## src/rtl/ex_mem_hazard_ctrl_if.sv

```systemverilog
`default_nettype none
// ============================================================================
// Module   : ex_mem_hazard_ctrl_if
// Brief    : Bundle between the 5-stage pipeline datapath and the hazard and
//            stall controller. The master side drives the hazard-detection
//            inputs. The slave side, which is the controller, drives the
//            register hold, flush and status signals.
// Revision : 1.0 - initial release
// ============================================================================
interface ex_mem_hazard_ctrl_if;
    // hazard-detection inputs
    logic [4:0]  ID_Rs;
    logic [4:0]  ID_Rt;
    logic        EX_RegWriteEN;
    logic [1:0]  EX_Mem2RegSEL;
    logic [4:0]  EX_RegWBAddr;
    logic        MEM_Beq;
    logic        MEM_Bne;
    logic        MEM_ZeroFlag;
    logic        MEM_Access;
    logic        MemReady;

    // pipeline controls and status
    logic        PCWriteEN;
    logic        IFID_WriteEN;
    logic        IDEX_WriteEN;
    logic        EXMEM_WriteEN;
    logic        IFID_Flush;
    logic        IDEX_Flush;
    logic        EXMEM_Flush;
    logic        BranchTaken;
    logic        MemTimeout;
    logic [1:0]  State;
    logic [15:0] StallCount;
    logic [15:0] FlushCount;

    modport master (
        output ID_Rs, ID_Rt, EX_RegWriteEN, EX_Mem2RegSEL, EX_RegWBAddr,
               MEM_Beq, MEM_Bne, MEM_ZeroFlag, MEM_Access, MemReady,
        input  PCWriteEN, IFID_WriteEN, IDEX_WriteEN, EXMEM_WriteEN,
               IFID_Flush, IDEX_Flush, EXMEM_Flush, BranchTaken,
               MemTimeout, State, StallCount, FlushCount
    );

    modport slave (
        input  ID_Rs, ID_Rt, EX_RegWriteEN, EX_Mem2RegSEL, EX_RegWBAddr,
               MEM_Beq, MEM_Bne, MEM_ZeroFlag, MEM_Access, MemReady,
        output PCWriteEN, IFID_WriteEN, IDEX_WriteEN, EXMEM_WriteEN,
               IFID_Flush, IDEX_Flush, EXMEM_Flush, BranchTaken,
               MemTimeout, State, StallCount, FlushCount
    );
endinterface
`default_nettype wire

```

## src/rtl/ex_mem_hazard_ctrl.sv

```systemverilog
`default_nettype none
// ============================================================================
// Module   : ex_mem_hazard_ctrl
// Brief    : Hazard and stall controller for the 5-stage MIPS pipeline.
//            - Load-use hazards at ID/EX insert a single bubble.
//            - Resolved branches in EX/MEM flush three pipeline slots.
//            - Multi-cycle memory accesses hold the pipeline. A watchdog
//              forces release after WAIT_MAX wait cycles.
//            Optional macro HAZARD_PERF_CNT_EN builds saturating stall and
//            flush performance counters. Without it, both ports read 0.
// Revision : 1.0 - initial release
// ============================================================================
module ex_mem_hazard_ctrl #(
    parameter int unsigned WAIT_MAX = 8
) (
    input  logic                CLOCK,
    input  logic                RESET_N,
    ex_mem_hazard_ctrl_if.slave bus
);

    localparam logic [7:0] c_wait_max = 8'(WAIT_MAX);

    typedef enum logic [1:0] {
        ST_RUN        = 2'b00,
        ST_LOAD_STALL = 2'b01,
        ST_MEM_WAIT   = 2'b10,
        ST_UNUSED     = 2'b11
    } state_t;

    state_t     r_state;
    state_t     w_state_nxt;
    logic [7:0] r_wait_cnt;
    logic [7:0] w_wait_cnt_nxt;
    logic       r_timeout;
    logic       w_timeout_nxt;

    logic w_taken;
    logic w_load_use;
    logic w_mem_stall;

    logic w_pc_we;
    logic w_ifid_we;
    logic w_idex_we;
    logic w_exmem_we;
    logic w_ifid_fl;
    logic w_idex_fl;
    logic w_exmem_fl;
    logic w_br_taken;

    assign w_taken     = (bus.MEM_Beq & bus.MEM_ZeroFlag) | (bus.MEM_Bne & ~bus.MEM_ZeroFlag);
    assign w_load_use  = bus.EX_RegWriteEN & (bus.EX_Mem2RegSEL == 2'b01) &
                         (bus.EX_RegWBAddr != 5'd0) &
                         ((bus.EX_RegWBAddr == bus.ID_Rs) | (bus.EX_RegWBAddr == bus.ID_Rt));
    assign w_mem_stall = bus.MEM_Access & ~bus.MemReady;

    // Next-state decode and same-cycle pipeline controls.
    always_comb begin
        w_pc_we        = 1'b1;
        w_ifid_we      = 1'b1;
        w_idex_we      = 1'b1;
        w_exmem_we     = 1'b1;
        w_ifid_fl      = 1'b0;
        w_idex_fl      = 1'b0;
        w_exmem_fl     = 1'b0;
        w_br_taken     = 1'b0;
        w_state_nxt    = r_state;
        w_wait_cnt_nxt = r_wait_cnt;
        w_timeout_nxt  = r_timeout;

        case (r_state)
            ST_RUN, ST_LOAD_STALL: begin
                w_state_nxt = ST_RUN;
                if (w_mem_stall) begin
                    // A memory stall wins even over an (illegal) concurrent branch.
                    w_pc_we        = 1'b0;
                    w_ifid_we      = 1'b0;
                    w_idex_we      = 1'b0;
                    w_exmem_we     = 1'b0;
                    w_state_nxt    = ST_MEM_WAIT;
                    w_wait_cnt_nxt = 8'd1;
                end else if (w_taken) begin
                    // The ID instruction is squashed, so any load-use on it is moot.
                    w_br_taken = 1'b1;
                    w_ifid_fl  = 1'b1;
                    w_idex_fl  = 1'b1;
                    w_exmem_fl = 1'b1;
                end else if (w_load_use && (r_state == ST_RUN)) begin
                    w_pc_we     = 1'b0;
                    w_ifid_we   = 1'b0;
                    w_idex_fl   = 1'b1;
                    w_state_nxt = ST_LOAD_STALL;
                end
            end
            ST_MEM_WAIT: begin
                if (bus.MemReady) begin
                    w_state_nxt = ST_RUN;
                end else if (r_wait_cnt == c_wait_max) begin
                    // The watchdog expired, so release as if the memory were ready.
                    w_timeout_nxt = 1'b1;
                    w_state_nxt   = ST_RUN;
                end else begin
                    w_pc_we        = 1'b0;
                    w_ifid_we      = 1'b0;
                    w_idex_we      = 1'b0;
                    w_exmem_we     = 1'b0;
                    w_wait_cnt_nxt = r_wait_cnt + 8'd1;
                end
            end
            default: w_state_nxt = ST_RUN;
        endcase
    end

    // FSM state, wait counter and sticky timeout flag.
    always_ff @(posedge CLOCK or negedge RESET_N) begin
        if (!RESET_N) begin
            r_state    <= ST_RUN;
            r_wait_cnt <= 8'd0;
            r_timeout  <= 1'b0;
        end else begin
            r_state    <= w_state_nxt;
            r_wait_cnt <= w_wait_cnt_nxt;
            r_timeout  <= w_timeout_nxt;
        end
    end

    // Reset freezes every pipeline register and suppresses all flushes.
    assign bus.PCWriteEN     = RESET_N & w_pc_we;
    assign bus.IFID_WriteEN  = RESET_N & w_ifid_we;
    assign bus.IDEX_WriteEN  = RESET_N & w_idex_we;
    assign bus.EXMEM_WriteEN = RESET_N & w_exmem_we;
    assign bus.IFID_Flush    = RESET_N & w_ifid_fl;
    assign bus.IDEX_Flush    = RESET_N & w_idex_fl;
    assign bus.EXMEM_Flush   = RESET_N & w_exmem_fl;
    assign bus.BranchTaken   = RESET_N & w_br_taken;
    assign bus.MemTimeout    = r_timeout;
    assign bus.State         = r_state;

`ifdef HAZARD_PERF_CNT_EN
    logic [15:0] r_stall_cnt;
    logic [15:0] r_flush_cnt;

    // Saturating counts of PC-hold cycles and taken-branch cycles.
    always_ff @(posedge CLOCK or negedge RESET_N) begin
        if (!RESET_N) begin
            r_stall_cnt <= 16'd0;
            r_flush_cnt <= 16'd0;
        end else begin
            if (!w_pc_we && (r_stall_cnt != 16'hFFFF)) begin
                r_stall_cnt <= r_stall_cnt + 16'd1;
            end
            if (w_br_taken && (r_flush_cnt != 16'hFFFF)) begin
                r_flush_cnt <= r_flush_cnt + 16'd1;
            end
        end
    end

    assign bus.StallCount = r_stall_cnt;
    assign bus.FlushCount = r_flush_cnt;
`else
    assign bus.StallCount = 16'd0;
    assign bus.FlushCount = 16'd0;
`endif

endmodule
`default_nettype wire

```

## src/flat_wrapper.sv

```systemverilog
// flat-port wrapper written by rule: the top's interface ports become plain ports
module ex_mem_hazard_ctrl_flat 
#(
    parameter int unsigned WAIT_MAX = 8
)
  (CLOCK, RESET_N, bus_ID_Rs, bus_ID_Rt, bus_EX_RegWriteEN, bus_EX_Mem2RegSEL, bus_EX_RegWBAddr, bus_MEM_Beq, bus_MEM_Bne, bus_MEM_ZeroFlag, bus_MEM_Access, bus_MemReady, bus_PCWriteEN, bus_IFID_WriteEN, bus_IDEX_WriteEN, bus_EXMEM_WriteEN, bus_IFID_Flush, bus_IDEX_Flush, bus_EXMEM_Flush, bus_BranchTaken, bus_MemTimeout, bus_State, bus_StallCount, bus_FlushCount);
  ex_mem_hazard_ctrl_if bus_i ();
  input  logic CLOCK;
  input  logic RESET_N;
  input wire logic [$bits(bus_i.ID_Rs)-1:0] bus_ID_Rs;
  input wire logic [$bits(bus_i.ID_Rt)-1:0] bus_ID_Rt;
  input wire logic [$bits(bus_i.EX_RegWriteEN)-1:0] bus_EX_RegWriteEN;
  input wire logic [$bits(bus_i.EX_Mem2RegSEL)-1:0] bus_EX_Mem2RegSEL;
  input wire logic [$bits(bus_i.EX_RegWBAddr)-1:0] bus_EX_RegWBAddr;
  input wire logic [$bits(bus_i.MEM_Beq)-1:0] bus_MEM_Beq;
  input wire logic [$bits(bus_i.MEM_Bne)-1:0] bus_MEM_Bne;
  input wire logic [$bits(bus_i.MEM_ZeroFlag)-1:0] bus_MEM_ZeroFlag;
  input wire logic [$bits(bus_i.MEM_Access)-1:0] bus_MEM_Access;
  input wire logic [$bits(bus_i.MemReady)-1:0] bus_MemReady;
  output wire logic [$bits(bus_i.PCWriteEN)-1:0] bus_PCWriteEN;
  output wire logic [$bits(bus_i.IFID_WriteEN)-1:0] bus_IFID_WriteEN;
  output wire logic [$bits(bus_i.IDEX_WriteEN)-1:0] bus_IDEX_WriteEN;
  output wire logic [$bits(bus_i.EXMEM_WriteEN)-1:0] bus_EXMEM_WriteEN;
  output wire logic [$bits(bus_i.IFID_Flush)-1:0] bus_IFID_Flush;
  output wire logic [$bits(bus_i.IDEX_Flush)-1:0] bus_IDEX_Flush;
  output wire logic [$bits(bus_i.EXMEM_Flush)-1:0] bus_EXMEM_Flush;
  output wire logic [$bits(bus_i.BranchTaken)-1:0] bus_BranchTaken;
  output wire logic [$bits(bus_i.MemTimeout)-1:0] bus_MemTimeout;
  output wire logic [$bits(bus_i.State)-1:0] bus_State;
  output wire logic [$bits(bus_i.StallCount)-1:0] bus_StallCount;
  output wire logic [$bits(bus_i.FlushCount)-1:0] bus_FlushCount;
  assign bus_i.ID_Rs = bus_ID_Rs;
  assign bus_i.ID_Rt = bus_ID_Rt;
  assign bus_i.EX_RegWriteEN = bus_EX_RegWriteEN;
  assign bus_i.EX_Mem2RegSEL = bus_EX_Mem2RegSEL;
  assign bus_i.EX_RegWBAddr = bus_EX_RegWBAddr;
  assign bus_i.MEM_Beq = bus_MEM_Beq;
  assign bus_i.MEM_Bne = bus_MEM_Bne;
  assign bus_i.MEM_ZeroFlag = bus_MEM_ZeroFlag;
  assign bus_i.MEM_Access = bus_MEM_Access;
  assign bus_i.MemReady = bus_MemReady;
  assign bus_PCWriteEN = bus_i.PCWriteEN;
  assign bus_IFID_WriteEN = bus_i.IFID_WriteEN;
  assign bus_IDEX_WriteEN = bus_i.IDEX_WriteEN;
  assign bus_EXMEM_WriteEN = bus_i.EXMEM_WriteEN;
  assign bus_IFID_Flush = bus_i.IFID_Flush;
  assign bus_IDEX_Flush = bus_i.IDEX_Flush;
  assign bus_EXMEM_Flush = bus_i.EXMEM_Flush;
  assign bus_BranchTaken = bus_i.BranchTaken;
  assign bus_MemTimeout = bus_i.MemTimeout;
  assign bus_State = bus_i.State;
  assign bus_StallCount = bus_i.StallCount;
  assign bus_FlushCount = bus_i.FlushCount;
  ex_mem_hazard_ctrl #(.WAIT_MAX(WAIT_MAX)) u_core (.CLOCK(CLOCK), .RESET_N(RESET_N), .bus(bus_i));
endmodule
```

## config.mk

```make
export PLATFORM = sky130hd
export DESIGN_NAME = ex_mem_hazard_ctrl_flat
export DESIGN_NICKNAME = d
export VERILOG_FILES = /design/src/rtl/ex_mem_hazard_ctrl_if.sv /design/src/rtl/ex_mem_hazard_ctrl.sv /design/src/flat_wrapper.sv
export SDC_FILE = /design/constraint.sdc
export NUM_CORES = 1
export LEC_CHECK = 0
export CORE_MARGIN = 4
export CORE_UTILIZATION = 33
export DETAILED_ROUTE_END_ITERATION = 10
export PLACE_DENSITY_LB_ADDON = 0.05
export SLEW_MARGIN = 20
export SYNTH_ARGS = -nofsm -noshare
export SYNTH_HDL_FRONTEND = slang
export SYNTH_SLANG_ARGS = --single-unit
```

## constraint.sdc

```tcl
create_clock -name CLOCK -period 2 [get_ports CLOCK]
set_clock_uncertainty 0.05 [all_clocks]
set_input_delay 0.4 -clock CLOCK [delete_from_list [all_inputs] [get_ports CLOCK]]
set_output_delay 0.4 -clock CLOCK [all_outputs]
set_load 0.01 [all_outputs]
```

==> summary.md, run 1 <==
## Detailed routing
- 11.9 um — drt wl/cell
- 1031 — via count
- 56 — count of routing violations after the opening detailed-route iteration
- 4.23 — Vias/cell
- 4 — first-pass iteration count of the detailed router
- 0 — final antenna-violating net count
- 0 — DRC errors left
- 2890 um — total wirelength of the detailed-routed design

## Setup path
- bus_IFID_WriteEN — CP endpoint
- u_core.r_wait_cnt[2] — destination of the worst register-to-register timing path
- u_core.r_wait_cnt[1] — Reg-to-Reg Start
- 9 — FF-to-FF path depth
- 3 — worst-path fanout max
- -0.04 ns — register-to-register setup slack
- flop — startpoint class of the critical path
- 1.55 ns — worst endpoint required time
- 1.95 ns — arrival time at the worst endpoint
- u_core.r_wait_cnt[1] — Critical Path Source
- flop to output pin — WS Path Type
- output pin — endpoint type of the worst setup path

## Power and ir drop
- 0.232 — sequential power share
- 704 mW/mm^2 — PD cells
- 801 uW — internal power contribution
- 0.354 — switching share of power
- 438 uW — switching power
- 0.882 nW — P_leak
- 0.643 — share of total power in combinational logic
- 0.412 mV — worst voltage drop across the vdd grid
- 0.125 — clock group share of total power

## Finish
- 228 — Net count, final
- 0.00176 sq mm — cell area after layout
- 686 sq um — footprint of the multi-input gates
- 0.567 — Final Util
- 61.1% — Area growth, synth to finish
- 275 sq um — sequential cell area
- 0.375 — layout cells sized above 1
- 317 — filler cell count
- 0 — count of inserted antenna diode cells

## Global route
- 1072 — via count of the first global-routing pass
- 15 — maximum number of pins on one net before global-route repair
- 4800 um — wire length of the first global-routing pass
- 0.141 — global router's overall resource usage
- 0 — grt ovf
- 0 — initial antenna violation count

## Worst hold path
- flop to flop — worst hold path type

## Clock tree
- 0.07 ns — clock edge transition at the registers on the reported setup and hold paths
- built — TritonCTS clock tree
- 0.27 ns — latest clock arrival within the worst-skew pair
- 11 — clock sink count
- 3 — number of buffers inserted during clock tree synthesis
- clkbuf_4 — clock root cell
- 2 — CTS Buffer Depth
- 1 — CTS HTree Levels

## Timing
- true — RSZ-0062 raised after global routing
- 6 — final setup violation count
- 0 — final max-slew violation count
- 0.417 GHz — timing-limited maximum frequency
- 1.20 — Period Utilization, post-route
- -0.397 ns — final worst slack
- -1.90 ns — Setup Total Neg Slack
- 2.40 ns — Tmin final
- 0 — number of endpoints with negative hold slack in the final report

## Floorplanning
- 65.5 um — Die Ht
- 68 — I/O Pins
- 0.352 — Initial Utilization
- 65.5 um — width of the die
- 20 — number of cell rows
- 0.00310 sq mm — core box area
- 0.00429 sq mm — die footprint

## Logic synthesis
- dfrtp_1 — most instantiated flip-flop cell in the synthesis netlist
- 41 — count of different cell masters after synthesis
- 0.00109 sq mm — area of the mapped netlist
- 0 — Warnings, synthesis
- 0 — number of enable-type register cells in the synthesized netlist
- 11 — register bit count reported by yosys
- 123 — post-synthesis instance total
- 0.252 — sequential share of the synthesized area
- 8.88 sq um — per-instance average area after synthesis
- 1.00 — share of synthesized flip-flops with an asynchronous set or reset

## Outcome
- setup timing — violated checks
- complete, but fails checks — outcome

## Run
- 0 — max cap viols

## Placed design
- 0.00156 sq mm — area of placed instances
- 35 — number of input and output port buffers inserted
- 0.752 — global placement routability congestion
- 2260 um — DPL Wire Length

==> routing by layer <==
metal,up-vias,global-route usage,share of wire
met4,0,0.0311,0.0048
met3,2,0.0427,0.075
li1,501,-,-
met2,48,0.239,0.52
met5,-,0,0
met1,480,0.175,0.40
==> per-stage QoR <==
| step | total power, mW | setup WS (ns) | hold WS [ns] | cells |
|---|---|---|---|---|
| after floorplan | 0.648 | -0.111 | 0.0544 | 154 |
| after global placement | 0.896 | -0.938 | 0.393 | 223 |
| after detailed placement | 0.899 | -0.967 | 0.398 | 223 |
| after CTS | 1.16 | -0.424 | 0.415 | 235 |
| after global routing | 1.33 | -0.471 | 0.430 | 244 |
| final | 1.24 | -0.397 | 0.412 | 244 |
==> what timing repair did <==
| action | CTS | global route |
|---|---|---|
| gates resized for setup | 55 | 4 |
| buffers inserted | 8 | 9 |
| endpoints found under the setup margin | 8 | 9 |
| hold buffers | 0 | 0 |
| pin swaps | 11 | 7 |
==> critical path, stage by stage (launching register included) <==
cell and delay, ns:
dfrtp_1 0.39, inv_2 0.09, ha_4 0.13, or4b_4 0.48
o21ai_4 0.16, a21o_4 0.15, o311a_4 0.19, buf_6 0.10
==> flip-flops by register name, summed over array words and instances, names as in the netlist <==
| signal | cells |
|---|---|
| u_core.bus.MemTimeout | 1 |
| u_core.bus.State | 2 |
| u_core.r_wait_cnt | 8 |
==> kinds of logic after synthesis <==
kind of cell,after synthesis,share of synthesized area
compound gates,14,0.105
xor+xnor,14,0.112
fa+ha+maj,2,0.0229
buf+inv,42,0.275
flops,11,0.252
mux,3,0.0286
other cells,1,0.00343
simple gates,36,0.200
==> how the worst min path moves through the flow <==
stage | startpoint | end | cells after the start
after global placement | u_core.bus.MemTimeout | u_core.bus.MemTimeout | 1
after CTS | u_core.bus.MemTimeout | u_core.bus.MemTimeout | 1
after floorplan | RESET_N | u_core.bus.MemTimeout | 0
after global routing | u_core.bus.MemTimeout | u_core.bus.MemTimeout | 1
after detailed placement | u_core.bus.MemTimeout | u_core.bus.MemTimeout | 1
final | u_core.bus.MemTimeout | u_core.bus.MemTimeout | 1
==> cell usage in the layout (no fill, tap or decap), types with 2 or more instances in the layout <==
master           synthesis  routed
conb_1                   1      32
inv_2                    1       3
nor2_1                   8       7
nand2_1                  4       4
buf_4                   36      40
a21oi_1                  2       2
clkdlybuf4s50_1          0      19
nand3_1                  3       3
and2_1                   2       2
buf_6                    1      10
inv_1                    4       2
dfrtp_1                 11      11
o211ai_1                 3       3
dlygate4sd2_1            0       8
xor2_1                  14      14
mux2i_1                  2       2
clkbuf_4                 0       3
nor3_1                   3       3
==> power groups by stage <==
stage               Clock, mW  Combinational, mW  Sequential (mW)
global placement            0              0.607            0.290
floorplan                   0              0.345            0.303
CTS                     0.159              0.711            0.288
detailed placement          0              0.609            0.290
global route            0.173              0.866            0.293
finish                  0.155              0.797            0.287
==> layout make-up <==
class | count | area share
Multi-Input combinational cell | 101 | 0.390
Clock buffer | 4 | 0.0149
Inverter | 5 | 0.0107
Timing Repair Buffer | 79 | 0.397
Sequential cell | 11 | 0.156
Tap cell | 44 | 0.0313
==> synthesized netlist by cell type (2+ instances only) <==
library cell | instances | area [sq um]
a21oi_1 | 2 | 10.0
and2_1 | 2 | 12.5
buf_4 | 36 | 270
dfrtp_1 | 11 | 275
ha_1 | 2 | 25.0
inv_1 | 4 | 15.0
mux2i_1 | 2 | 20.0
nand2_1 | 4 | 15.0
nand3_1 | 3 | 15.0
nor2_1 | 8 | 30.0
nor3_1 | 3 | 15.0
o211ai_1 | 3 | 22.5
o21ai_0 | 2 | 10.0
xor2_1 | 14 | 123
Note: power is estimated with default switching activity, not from simulation.
==> inputs of run 2 (changes only) <==
- CELL_PAD_IN_SITES_DETAIL_PLACEMENT: unset -> 1
- CELL_PAD_IN_SITES_GLOBAL_PLACEMENT: unset -> 2
- CORE_UTILIZATION: 33 -> 18
==> summary.md, run 2 (synthesis results as in run 1) <==
## Setup path
- output pin — endpoint type of the worst setup path
- nor4b_2, o211ai_1, buf_4, or4b_4, o21bai_4, buf_6 — cell chain of the critical path
- 1.55 ns — worst endpoint required time
- 2 — Worst Path Buf+Inv
- flop — startpoint class of the critical path
- flop to output pin — WS Path Type
- 0.52 ns — Critical Path Max Stage Delay
- 2 — worst-path fanout max
- 6 — FF-to-FF path depth
- 6 — cell depth of the worst setup path
- or4b_4 — crit path max-delay cell type
- 1.94 ns — arrival time at the worst endpoint
- simple AND/OR/NAND/NOR gates — critical path's top delay family

## Global route
- 5500 um — wire length of the first global-routing pass
- 11 — maximum number of pins on one net before global-route repair
- 0 — initial antenna violation count
- 0 — grt ovf
- 1104 — via count of the first global-routing pass
- 0.0952 — global router's overall resource usage

## Finish
- buf_4 — most frequent standard cell in the layout excluding fill and tap cells
- buf_4 (35), conb_1 (32), clkdlybuf4s50_1 (18), xor2_1 (14), dfrtp_1 (11) — commonest non-fill, non-tap cells in the layout
- 0.00178 sq mm — cell area after layout
- 0.301 — Final Util
- 221 — Net count, final
- 0 — count of inserted antenna diode cells
- 268 — Cell Count, Final, Fillers Out
- 8 — number of flip-flops in the largest register
- 63.1% — Area growth, synth to finish
- 0.373 — layout cells sized above 1
- u_core.r_wait_cnt — largest reg by FF count

## Power and ir drop
- 0.186 — clock group share of total power
- 695 mW/mm^2 — PD cells
- 0.231 — sequential power share
- 0.582 — share of total power in combinational logic
- 0.857 nW — P_leak
- 797 uW — internal power contribution
- 442 uW — switching power
- 1.24 mW — final total power
- 0.274 mV — worst voltage drop across the vdd grid
- 0.357 — switching share of power

## Placed design
- 35 — number of input and output port buffers inserted
- 2890 um — DPL Wire Length
- 0.776 — global placement routability congestion
- 0.00161 sq mm — area of placed instances
- 256 — DP Cell Count
- -1.00 ns — worst-case setup slack after placement

## Timing
- 0 — final max-slew violation count
- 0 — number of endpoints with negative hold slack in the final report
- true — RSZ-0062 raised after global routing
- -1.79 ns — Setup Total Neg Slack
- -0.389 ns — final worst slack
- 5 — final setup violation count
- 0.419 GHz — timing-limited maximum frequency
- 0.405 ns — Worst Hold Slack
- 2.39 ns — Tmin final
- 1.19 — Period Utilization, post-route

## Detailed routing
- 3 — first-pass iteration count of the detailed router
- 995 — via count
- 3410 um — total wirelength of the detailed-routed design
- 21 — count of routing violations after the opening detailed-route iteration
- 0 — final antenna-violating net count
- 3.71 — Vias/cell
- 0 — DRC errors left
- 12.7 um — drt wl/cell

## Clock tree
- built — TritonCTS clock tree
- 0.24 ns — latest clock arrival within the worst-skew pair
- 3 — number of buffers inserted during clock tree synthesis
- clkbuf_8 — clock root cell
- 2 — CTS Buffer Depth
- 1 — CTS HTree Levels
- 11 — clock sink count
- 0.05 ns — clock edge transition at the registers on the reported setup and hold paths
- 0 — CTS Hold Bufs

## Floorplanning
- 0.00738 sq mm — die footprint
- 0.184 — Initial Utilization
- 28 — number of cell rows
- 0.00592 sq mm — core box area
- 85.9 um — width of the die
- 68 — I/O Pins
- 85.9 um — Die Ht

## Worst hold path
- flop to flop — worst hold path type
- 1 — Cells on Worst Hold Path

## Run
- 0 — max cap viols

## Outcome
- complete, but fails checks — outcome
- setup timing — violated checks

==> run 2: worst paths after layout <==
check	startpoint	endpoint	slack [ns]
max	u_core.bus.State[0]	bus_IDEX_Flush	-0.39
min	u_core.bus.MemTimeout	u_core.bus.MemTimeout	0.40
max reg2reg	u_core.bus.State[0]	u_core.r_wait_cnt[4]	0.14
min reg2reg	u_core.bus.MemTimeout	u_core.bus.MemTimeout	0.40
max in group asynchronous	RESET_N	u_core.bus.MemTimeout	1.17
min in group asynchronous	RESET_N	u_core.bus.State[1]	0.44
==> run 2: layout make-up <==
cell class,count,area (sq um)
Tap cell,75,93.8
Inverter,5,18.8
Fill cell,694,4140
Sequential cell,11,275
Timing Repair Buffer,72,636
Multi-Input combinational cell,101,713
Clock buffer,4,45.0
==> run 2: power groups by stage <==
stage | sequential (mW) | clock (mW) | combinational [mW]
3_3_place_gp | 0.291 | 0 | 0.622
4_1_cts | 0.288 | 0.246 | 0.706
2_1_floorplan | 0.303 | 0 | 0.345
3_5_place_dp | 0.290 | 0 | 0.627
5_1_grt | 0.293 | 0.253 | 0.798
6_report | 0.287 | 0.231 | 0.722
==> run 2: worst reg2reg max path, stage by stage, from the launching register on <==
cell	delay, ns
dfrtp_1	0.40
buf_4	0.16
nor2_1	0.23
o21ai_4	0.10
buf_4	0.16
or4_2	0.60
o21ai_0	0.09
==> run 2: layer usage <==
metal  GRT usage  up-vias  part of all wire
li1            -      491                 -
met1       0.120      470              0.44
met2       0.169       32              0.52
met3      0.0211        2             0.040
met4      0.0129        0            0.0035
met5           0        -                 0
==> run 2: what timing repair did <==
item                                    CTS  global route
endpoints found under the setup margin    9             8
setup buffers                             5             3
resized for setup                        62             4
pin swaps                                10             5
